### config.mk
export PLATFORM = sky130hd
export DESIGN_NAME = scroll_sequencer_flat
export DESIGN_NICKNAME = d
export VERILOG_FILES = /design/src/rtl/scroll_sequencer_if.sv /design/src/rtl/scroll_sequencer.sv /design/src/flat_wrapper.sv
export SDC_FILE = /design/constraint.sdc
export NUM_CORES = 1
export LEC_CHECK = 0
export ABC_AREA = 1
export CAP_MARGIN = 20
export CORE_MARGIN = 5
export CORE_UTILIZATION = 52
export DETAILED_ROUTE_END_ITERATION = 16
export PLACE_DENSITY = 0.89
export SLEW_MARGIN = 15
export SYNTH_ARGS = -nofsm -noshare
export SYNTH_HDL_FRONTEND = slang
export SYNTH_SLANG_ARGS = --single-unit
### constraint.sdc
create_clock -name CLK_6M -period 2.1 [get_ports CLK_6M]
set_clock_uncertainty 0.2 [all_clocks]
set_input_delay 0.42 -clock CLK_6M [delete_from_list [all_inputs] [get_ports CLK_6M]]
set_output_delay 0.42 -clock CLK_6M [all_outputs]
set_load 0.02 [all_outputs]
### src/rtl/scroll_sequencer_if.sv
// Register-bus bundle from the scroll sequencer to the tilemap layer controllers.
// Address/data plus one latch strobe per layer.
interface scroll_sequencer_if #(
  parameter int LAYERS = 2
);
  logic [2:0]        A;
  logic [7:0]        D;
  logic [LAYERS-1:0] LATCH;

  modport master (
    output A,
    output D,
    output LATCH
  );

  modport slave (
    input A,
    input D,
    input LATCH
  );
endinterface

### src/rtl/scroll_sequencer.sv
// Per-frame scroll sequencer: steps each layer's H/V offsets on VBLANK rise
// and writes them out via setup/strobe/hold register bus cycles.
module scroll_sequencer #(
  parameter int         LAYERS      = 2,
  parameter int         LATCH_PULSE = 2,
  parameter int         FRAME_LIMIT = 16,
  parameter logic [8:0] H_INIT      = 9'd0,
  parameter logic [7:0] V_INIT      = 8'd0
) (
  input  logic                  CLK_6M,
  input  logic                  RST_N,
  input  logic                  EN,
  input  logic                  VBLANK,
  input  logic [4*LAYERS-1:0]   HSTEP,
  input  logic [4*LAYERS-1:0]   VSTEP,
  scroll_sequencer_if.master    bus,
  output logic                  BUSY,
  output logic [15:0]           FRAME_CNT,
  output logic                  OVERRUN,
  output logic                  DONE
);

  localparam int LW = (LAYERS > 1) ? $clog2(LAYERS) : 1;

  typedef enum logic [2:0] {
    IDLE,
    UPDATE,
    SETUP,
    STROBE,
    HOLD,
    NEXT,
    HALT
  } state_t;

  state_t      state;
  logic        vb_q;
  logic        vb_edge;
  logic [8:0]  h     [LAYERS];
  logic [7:0]  v     [LAYERS];
  logic [8:0]  h_new [LAYERS];
  logic [7:0]  v_new [LAYERS];
  logic [LW-1:0] lay;
  logic [LW-1:0] lay_n;
  logic [1:0]  rsel;
  logic [1:0]  rsel_n;
  logic [2:0]  pcnt;
  logic        last_w;
  logic [15:0] cnt_n;

  function automatic logic [7:0] reg_val(
    input logic [8:0] hv,
    input logic [7:0] vv,
    input logic [1:0] r
  );
    logic [7:0] res;
    res = vv;
    unique case (1'b1)
      (r == 2'd0): res = hv[7:0];
      (r == 2'd1): res = {7'b0, hv[8]};
      default:     res = vv;
    endcase
    return res;
  endfunction

  assign vb_edge = VBLANK & ~vb_q;

  // Sign-extended 4-bit steps; wrap comes from the truncating add.
  always_comb begin
    for (int i = 0; i < LAYERS; i++) begin
      h_new[i] = h[i] + {{5{HSTEP[4*i+3]}}, HSTEP[4*i +: 4]};
      v_new[i] = v[i] + {{4{VSTEP[4*i+3]}}, VSTEP[4*i +: 4]};
    end
  end

  assign last_w = (lay == LW'(LAYERS - 1)) && (rsel == 2'd2);
  assign lay_n  = (rsel == 2'd2) ? lay + 1'b1 : lay;
  assign rsel_n = (rsel == 2'd2) ? 2'd0 : rsel + 2'd1;
  assign cnt_n  = (FRAME_CNT == 16'hFFFF) ? FRAME_CNT
                                          : FRAME_CNT + 16'd1;

  always_ff @(posedge CLK_6M or negedge RST_N) begin
    if (!RST_N) begin
      state     <= IDLE;
      vb_q      <= 1'b1;
      bus.A     <= 3'd0;
      bus.D     <= 8'd0;
      bus.LATCH <= '0;
      BUSY      <= 1'b0;
      FRAME_CNT <= 16'd0;
      OVERRUN   <= 1'b0;
      DONE      <= 1'b0;
      lay       <= '0;
      rsel      <= 2'd0;
      pcnt      <= 3'd0;
      for (int i = 0; i < LAYERS; i++) begin
        h[i] <= H_INIT;
        v[i] <= V_INIT;
      end
    end else begin
      vb_q <= VBLANK;
      // Edges during an update are dropped, only flagged.
      if (vb_edge && state != IDLE && state != HALT)
        OVERRUN <= 1'b1;
      unique case (state)
        IDLE: begin
          if (vb_edge && EN && !DONE) begin
            state <= UPDATE;
            BUSY  <= 1'b1;
          end
        end
        UPDATE: begin
          for (int i = 0; i < LAYERS; i++) begin
            h[i] <= h_new[i];
            v[i] <= v_new[i];
          end
          lay   <= '0;
          rsel  <= 2'd0;
          bus.A <= 3'd0;
          bus.D <= h_new[0][7:0];
          state <= SETUP;
        end
        SETUP: begin
          bus.LATCH <= LAYERS'(1) << lay;
          pcnt      <= 3'd0;
          state     <= STROBE;
        end
        STROBE: begin
          if (pcnt == 3'(LATCH_PULSE - 1)) begin
            bus.LATCH <= '0;
            state     <= HOLD;
          end else begin
            pcnt <= pcnt + 3'd1;
          end
        end
        HOLD: state <= NEXT;
        NEXT: begin
          if (last_w) begin
            BUSY      <= 1'b0;
            FRAME_CNT <= cnt_n;
            if (FRAME_LIMIT != 0 && cnt_n == 16'(FRAME_LIMIT)) begin
              DONE  <= 1'b1;
              state <= HALT;
            end else begin
              state <= IDLE;
            end
          end else begin
            lay   <= lay_n;
            rsel  <= rsel_n;
            bus.A <= {1'b0, rsel_n};
            bus.D <= reg_val(h[lay_n], v[lay_n], rsel_n);
            state <= SETUP;
          end
        end
        HALT: state <= HALT;
        default: state <= IDLE;
      endcase
    end
  end

endmodule
### src/flat_wrapper.sv
// flat-port wrapper written by rule: the top's interface ports become plain ports
module scroll_sequencer_flat 
#(
  parameter int         LAYERS      = 2,
  parameter int         LATCH_PULSE = 2,
  parameter int         FRAME_LIMIT = 16,
  parameter logic [8:0] H_INIT      = 9'd0,
  parameter logic [7:0] V_INIT      = 8'd0
)
  (CLK_6M, RST_N, EN, VBLANK, HSTEP, VSTEP, BUSY, FRAME_CNT, OVERRUN, DONE, bus_A, bus_D, bus_LATCH);
  scroll_sequencer_if #(.LAYERS(LAYERS)) bus_i ();
  input  logic CLK_6M;
  input  logic RST_N;
  input  logic EN;
  input  logic VBLANK;
  input  logic [4*LAYERS-1:0] HSTEP;
  input  logic [4*LAYERS-1:0] VSTEP;
  output logic BUSY;
  output logic [15:0] FRAME_CNT;
  output logic OVERRUN;
  output logic DONE;
  output wire logic [$bits(bus_i.A)-1:0] bus_A;
  output wire logic [$bits(bus_i.D)-1:0] bus_D;
  output wire logic [$bits(bus_i.LATCH)-1:0] bus_LATCH;
  assign bus_A = bus_i.A;
  assign bus_D = bus_i.D;
  assign bus_LATCH = bus_i.LATCH;
  scroll_sequencer #(.LAYERS(LAYERS), .LATCH_PULSE(LATCH_PULSE), .FRAME_LIMIT(FRAME_LIMIT), .H_INIT(H_INIT), .V_INIT(V_INIT)) u_core (.CLK_6M(CLK_6M), .RST_N(RST_N), .EN(EN), .VBLANK(VBLANK), .HSTEP(HSTEP), .VSTEP(VSTEP), .bus(bus_i), .BUSY(BUSY), .FRAME_CNT(FRAME_CNT), .OVERRUN(OVERRUN), .DONE(DONE));
endmodule
==> reports/results.tsv <==
metric	value	unit
number of vias in the routed layout	5523	
port buffer count	50	
critical path's most frequent cell	sky130_fd_sc_hd__nor2_2	
proportion of layout cells with a drive suffix above 1	26.9	%
Routability Congestion	0.929	
number of different library cells in the post-synthesis netlist	40	
net switching share of the total power	45.9	%
sequential power share	26.5	%
CTS tree	built	
cell at the slowest stage of the critical path	sky130_fd_sc_hd__dfrtp_1	
pin count of the biggest net entering global routing	74	
startpoint kind of the worst setup timing path	flip-flop	
routed length per instance	16.7	um
number of instances in the synthesized netlist	679	
die boundary width	108	um
unrepaired setup endpoints after global routing	yes	
fraction of power consumed by combinational cells	61.6	%
number of clock sinks	73	
failing checks	setup timing	
antenna violations before repair	0	
share of the clock period used by the worst path after layout	107	%
routed via count divided by cell count	5.69	
first-pass GRT wire length	24800	um
net switching power	4.17	mW
Post-Synthesis Mean Instance Area	7.35	um2
layout-stage area growth over the synthesis result	40.2	%
Setup WS post-layout	-0.147	ns
max capacitance violation total	0	
maximum clock frequency	445	MHz
Total Die Area	11700	um2
worst flop-to-flop path startpoint	u_core.FRAME_CNT[8]	
critical-path maximum fanout	7	
post-synth design cell area	4990	um2
leakage power summed over all cells	3.60	nW
DRC violations left	0	
Detailed Route WL	16200	um
Yosys top cell by area	sky130_fd_sc_hd__dfrtp_1	
ordered cell list for the critical path	nand2_1, nor2_2, nand2_2, nor2_8, nor2_2, nor2_2, nand3_2, nor2_2, nand4_1, nand3_1, nand2_1, inv_1	
capturing element type of the critical path	flip-flop	
part of the Yosys area used for sequential elements	36.6	%
number of cells in the design after placement	928	
number of nets with antenna violations after routing	0	
Hold Path Sink	u_core.v[0]	
clock network latency to the later pin of the worst-skew pair	0.36	ns
Core Box Area	9280	um2
gr usage total	26.5	%
type of the worst setup path	reg -> reg	
final non-filler cell total	970	
delay contributed by the slowest stage of the critical path	0.45	ns
H-Tree Depth	3	
count of pins on the block boundary	52	
Post-Route Setup TNS	-0.406	ns
Hold Crit Start	VSTEP[4]	
worst setup path startpoint	u_core.FRAME_CNT[8]	
Root Driver	sky130_fd_sc_hd__clkbuf_8	
clock slew at the register clock pins of the worst setup and hold paths	0.09	ns
register bit count reported by yosys	73	
Total Nets Final	894	
Row Count	35	
Initial DRC Count	489	
Max IR drop VDD	0.861	mV
crit-path leading delay family	simple AND/OR/NAND/NOR gates	
Pins Over Slew Limit	0	
CP Data Arrival Time	2.34	ns
placed wire-length estimate	10700	um
worst hold stages	4	
GRT overflow	0	
worst slack, placed	-0.597	ns
shortest period the worst path allows	2.25	ns
portion of total power attributed to the clock network	11.9	%
clk buf depth	2	
vias in the first global route	5541	
number of inserted filler cells in the final layout	618	
final setup violation count	6	
share of the synthesized area in the top cell type	36.1	%
starting utilization of the core area	53.7	%
cell internal pwr	4.91	mW
Worst R2R Path Depth	12	
main area contributors after synthesis	sky130_fd_sc_hd__dfrtp_1 36%, sky130_fd_sc_hd__nand2_1 12%, sky130_fd_sc_hd__ha_1 8.5%, sky130_fd_sc_hd__o21ai_0 8.1%, sky130_fd_sc_hd__inv_1 6.6%	
PwrDens	1300	nW/um2
warning count from the yosys run	0	
endpoint of the worst-slack reg-to-reg timing path	u_core.state[2]	
required time of the critical path	2.19	ns
count of antenna diodes in the layout	0	
DIE HEIGHT	108	um
number of CTS-inserted buffers	9	
register-to-register path setup slack	-0.15	ns
result of the run	finished, violations left	
worst min-delay path category	in -> reg	
Synth Net Count	737	
Final Hold Vio Count	0	
buffer and inverter count on the worst path	1	
Initial DRT Pass Iterations	7	
## registers in the layout, indices dropped and copies added, names as in the netlist
signal,count
u_core.vb_q,1
u_core.bus.A,2
u_core.bus.LATCH,2
u_core.DONE,1
u_core.pcnt,3
u_core.FRAME_CNT,16
u_core.lay,1
u_core.bus.D,8
u_core.OVERRUN,1
u_core.BUSY,1
u_core.h,18
u_core.state,3
u_core.v,16
## cells by family (layout without fill, tap and decap cells)
logic type / count (synthesis) / count (layout) / synth area share [%]
buffers and inverters: 106 / 268 / 8.10
DFF: 73 / 73 / 36.6
and+or+nand+nor: 302 / 302 / 26.5
xor gates and xnor gates: 18 / 18 / 3.16
other: 1 / 1 / 0.0752
adders and majority gates: 38 / 38 / 10.1
AOI/OAI and AO/OA: 141 / 141 / 15.3
## worst max-delay path by stage
stage                     depth (start not counted)               to
after floorplan                                  15     u_core.h[17]
after global placement                           16     u_core.h[17]
after detailed placement                         13     u_core.v[14]
after CTS                                        15     u_core.h[17]
after global routing                             13  u_core.state[2]
final                                            12  u_core.state[2]
## Yosys cell counts
| cell type | n |
|---|---|
| sky130_fd_sc_hd__o22ai_1 | 5 |
| sky130_fd_sc_hd__nor2_8 | 1 |
| sky130_fd_sc_hd__o311ai_0 | 1 |
| sky130_fd_sc_hd__buf_4 | 1 |
| sky130_fd_sc_hd__xnor2_1 | 7 |
| sky130_fd_sc_hd__nor2_4 | 2 |
| sky130_fd_sc_hd__a21o_1 | 2 |
| sky130_fd_sc_hd__nand2_2 | 5 |
| sky130_fd_sc_hd__o21a_1 | 1 |
| sky130_fd_sc_hd__nor3_1 | 8 |
| sky130_fd_sc_hd__o31ai_1 | 2 |
| sky130_fd_sc_hd__inv_2 | 3 |
| sky130_fd_sc_hd__a31oi_1 | 2 |
| sky130_fd_sc_hd__or2_2 | 2 |
| sky130_fd_sc_hd__inv_4 | 1 |
| sky130_fd_sc_hd__xor2_1 | 11 |
| sky130_fd_sc_hd__o21ai_2 | 1 |
| sky130_fd_sc_hd__o21ai_0 | 81 |
| sky130_fd_sc_hd__nand3_1 | 43 |
| sky130_fd_sc_hd__nor2_1 | 57 |
| sky130_fd_sc_hd__nand4_1 | 8 |
| sky130_fd_sc_hd__dfrtp_1 | 72 |
| sky130_fd_sc_hd__a22o_1 | 1 |
| sky130_fd_sc_hd__dfstp_2 | 1 |
| sky130_fd_sc_hd__a221oi_1 | 2 |
| sky130_fd_sc_hd__ha_1 | 34 |
| sky130_fd_sc_hd__nand3b_1 | 5 |
| sky130_fd_sc_hd__a211oi_1 | 1 |
| sky130_fd_sc_hd__inv_1 | 88 |
| sky130_fd_sc_hd__fa_1 | 4 |
| sky130_fd_sc_hd__o211ai_1 | 6 |
| sky130_fd_sc_hd__nor3b_1 | 1 |
| sky130_fd_sc_hd__a22oi_1 | 1 |
| sky130_fd_sc_hd__conb_1 | 1 |
| sky130_fd_sc_hd__a21oi_1 | 35 |
| sky130_fd_sc_hd__nand2_1 | 163 |
| sky130_fd_sc_hd__nor2_2 | 3 |
| sky130_fd_sc_hd__nand2_4 | 2 |
| sky130_fd_sc_hd__clkbuf_1 | 13 |
| sky130_fd_sc_hd__nor3_2 | 2 |
## repair_timing
action	in CTS	in global routing
resized for setup	74	53
endpoints found under the hold margin	72	0
endpoints found under the setup margin	25	30
buffers inserted	9	16
hold buffers	1	0
pin swaps	36	41
## cell usage in the layout (no fill, tap or decap), types with 3 or more instances in the layout
cell / count
sky130_fd_sc_hd__nand2_1: 157
sky130_fd_sc_hd__buf_4: 105
sky130_fd_sc_hd__inv_1: 78
sky130_fd_sc_hd__dfrtp_1: 68
sky130_fd_sc_hd__o21ai_0: 65
sky130_fd_sc_hd__nor2_1: 45
sky130_fd_sc_hd__nand3_1: 30
sky130_fd_sc_hd__a21oi_1: 28
sky130_fd_sc_hd__clkdlybuf4s50_1: 22
sky130_fd_sc_hd__ha_1: 21
sky130_fd_sc_hd__dlygate4sd2_1: 17
sky130_fd_sc_hd__o21ai_1: 14
sky130_fd_sc_hd__inv_2: 13
sky130_fd_sc_hd__nor2_2: 13
sky130_fd_sc_hd__nand3_2: 13
sky130_fd_sc_hd__xor2_1: 11
sky130_fd_sc_hd__nand2_2: 10
sky130_fd_sc_hd__ha_4: 10
sky130_fd_sc_hd__dlymetal6s2s_1: 10
sky130_fd_sc_hd__clkbuf_8: 9
sky130_fd_sc_hd__nand4_1: 8
sky130_fd_sc_hd__xnor2_1: 7
sky130_fd_sc_hd__a21oi_2: 7
sky130_fd_sc_hd__o211ai_1: 6
sky130_fd_sc_hd__nor3_1: 5
sky130_fd_sc_hd__o22ai_1: 5
sky130_fd_sc_hd__nand3b_1: 5
sky130_fd_sc_hd__nor3_2: 5
sky130_fd_sc_hd__nor2_4: 4
sky130_fd_sc_hd__inv_6: 4
sky130_fd_sc_hd__fa_2: 4
sky130_fd_sc_hd__dfrtp_2: 4
sky130_fd_sc_hd__o21ai_2: 3
sky130_fd_sc_hd__nand2_4: 3
sky130_fd_sc_hd__ha_2: 3
## per-layer routing
| metal | routed length [um] | vias up | track usage [%] | part of all wire, % |
|---|---|---|---|---|
| met5 | 0 | - | 0 | 0 |
| met3 | 1150 | 82 | 5.07 | 7.1 |
| li1 | - | 2546 | - | - |
| met1 | 5970 | 2610 | 29.7 | 37 |
| met2 | 8270 | 285 | 47.2 | 51 |
| met4 | 841 | 0 | 14.9 | 5.2 |
## power groups by stage
stage,Clock [mW],Combinational (mW),Sequential [mW]
after global routing,1.16,6.15,2.45
after detailed placement,0,4.79,2.36
after floorplan,0,2.74,2.40
after global placement,0,4.52,2.33
final,1.08,5.60,2.41
after CTS,1.08,5.11,2.36
## stage by stage
| stage | power, mW | util [%] | hold WS, ns | cell area, um2 |
|---|---|---|---|---|
| after floorplan | 5.14 | - | -0.0756 | 5000 |
| after global placement | 6.85 | 67.4 | 0.242 | 6260 |
| after detailed placement | 7.15 | 67.4 | 0.265 | 6260 |
| after CTS | 8.55 | 72.2 | 0.289 | 6700 |
| after global routing | 9.75 | 75.3 | 0.270 | 6990 |
| final | 9.08 | 75.3 | 0.238 | 6990 |
## layout make-up
type	count	area (um2)	share of cell area (%)
tap	129	161	2.31
timing repair buffer	160	1360	19.4
clock buffer	9	124	1.77
clock inverter	7	61.3	0.877
sequential	73	1830	26.2
multi-input combinational	500	3100	44.4
inverter	92	350	5.01
## tightest hold or removal path, stage by stage
cell and delay (ns):
sky130_fd_sc_hd__dlymetal6s2s_1 0.09, sky130_fd_sc_hd__ha_2 0.14, sky130_fd_sc_hd__nand2_1 0.04, sky130_fd_sc_hd__nand2_1 0.06
Power figures use the tool's default switching activity.
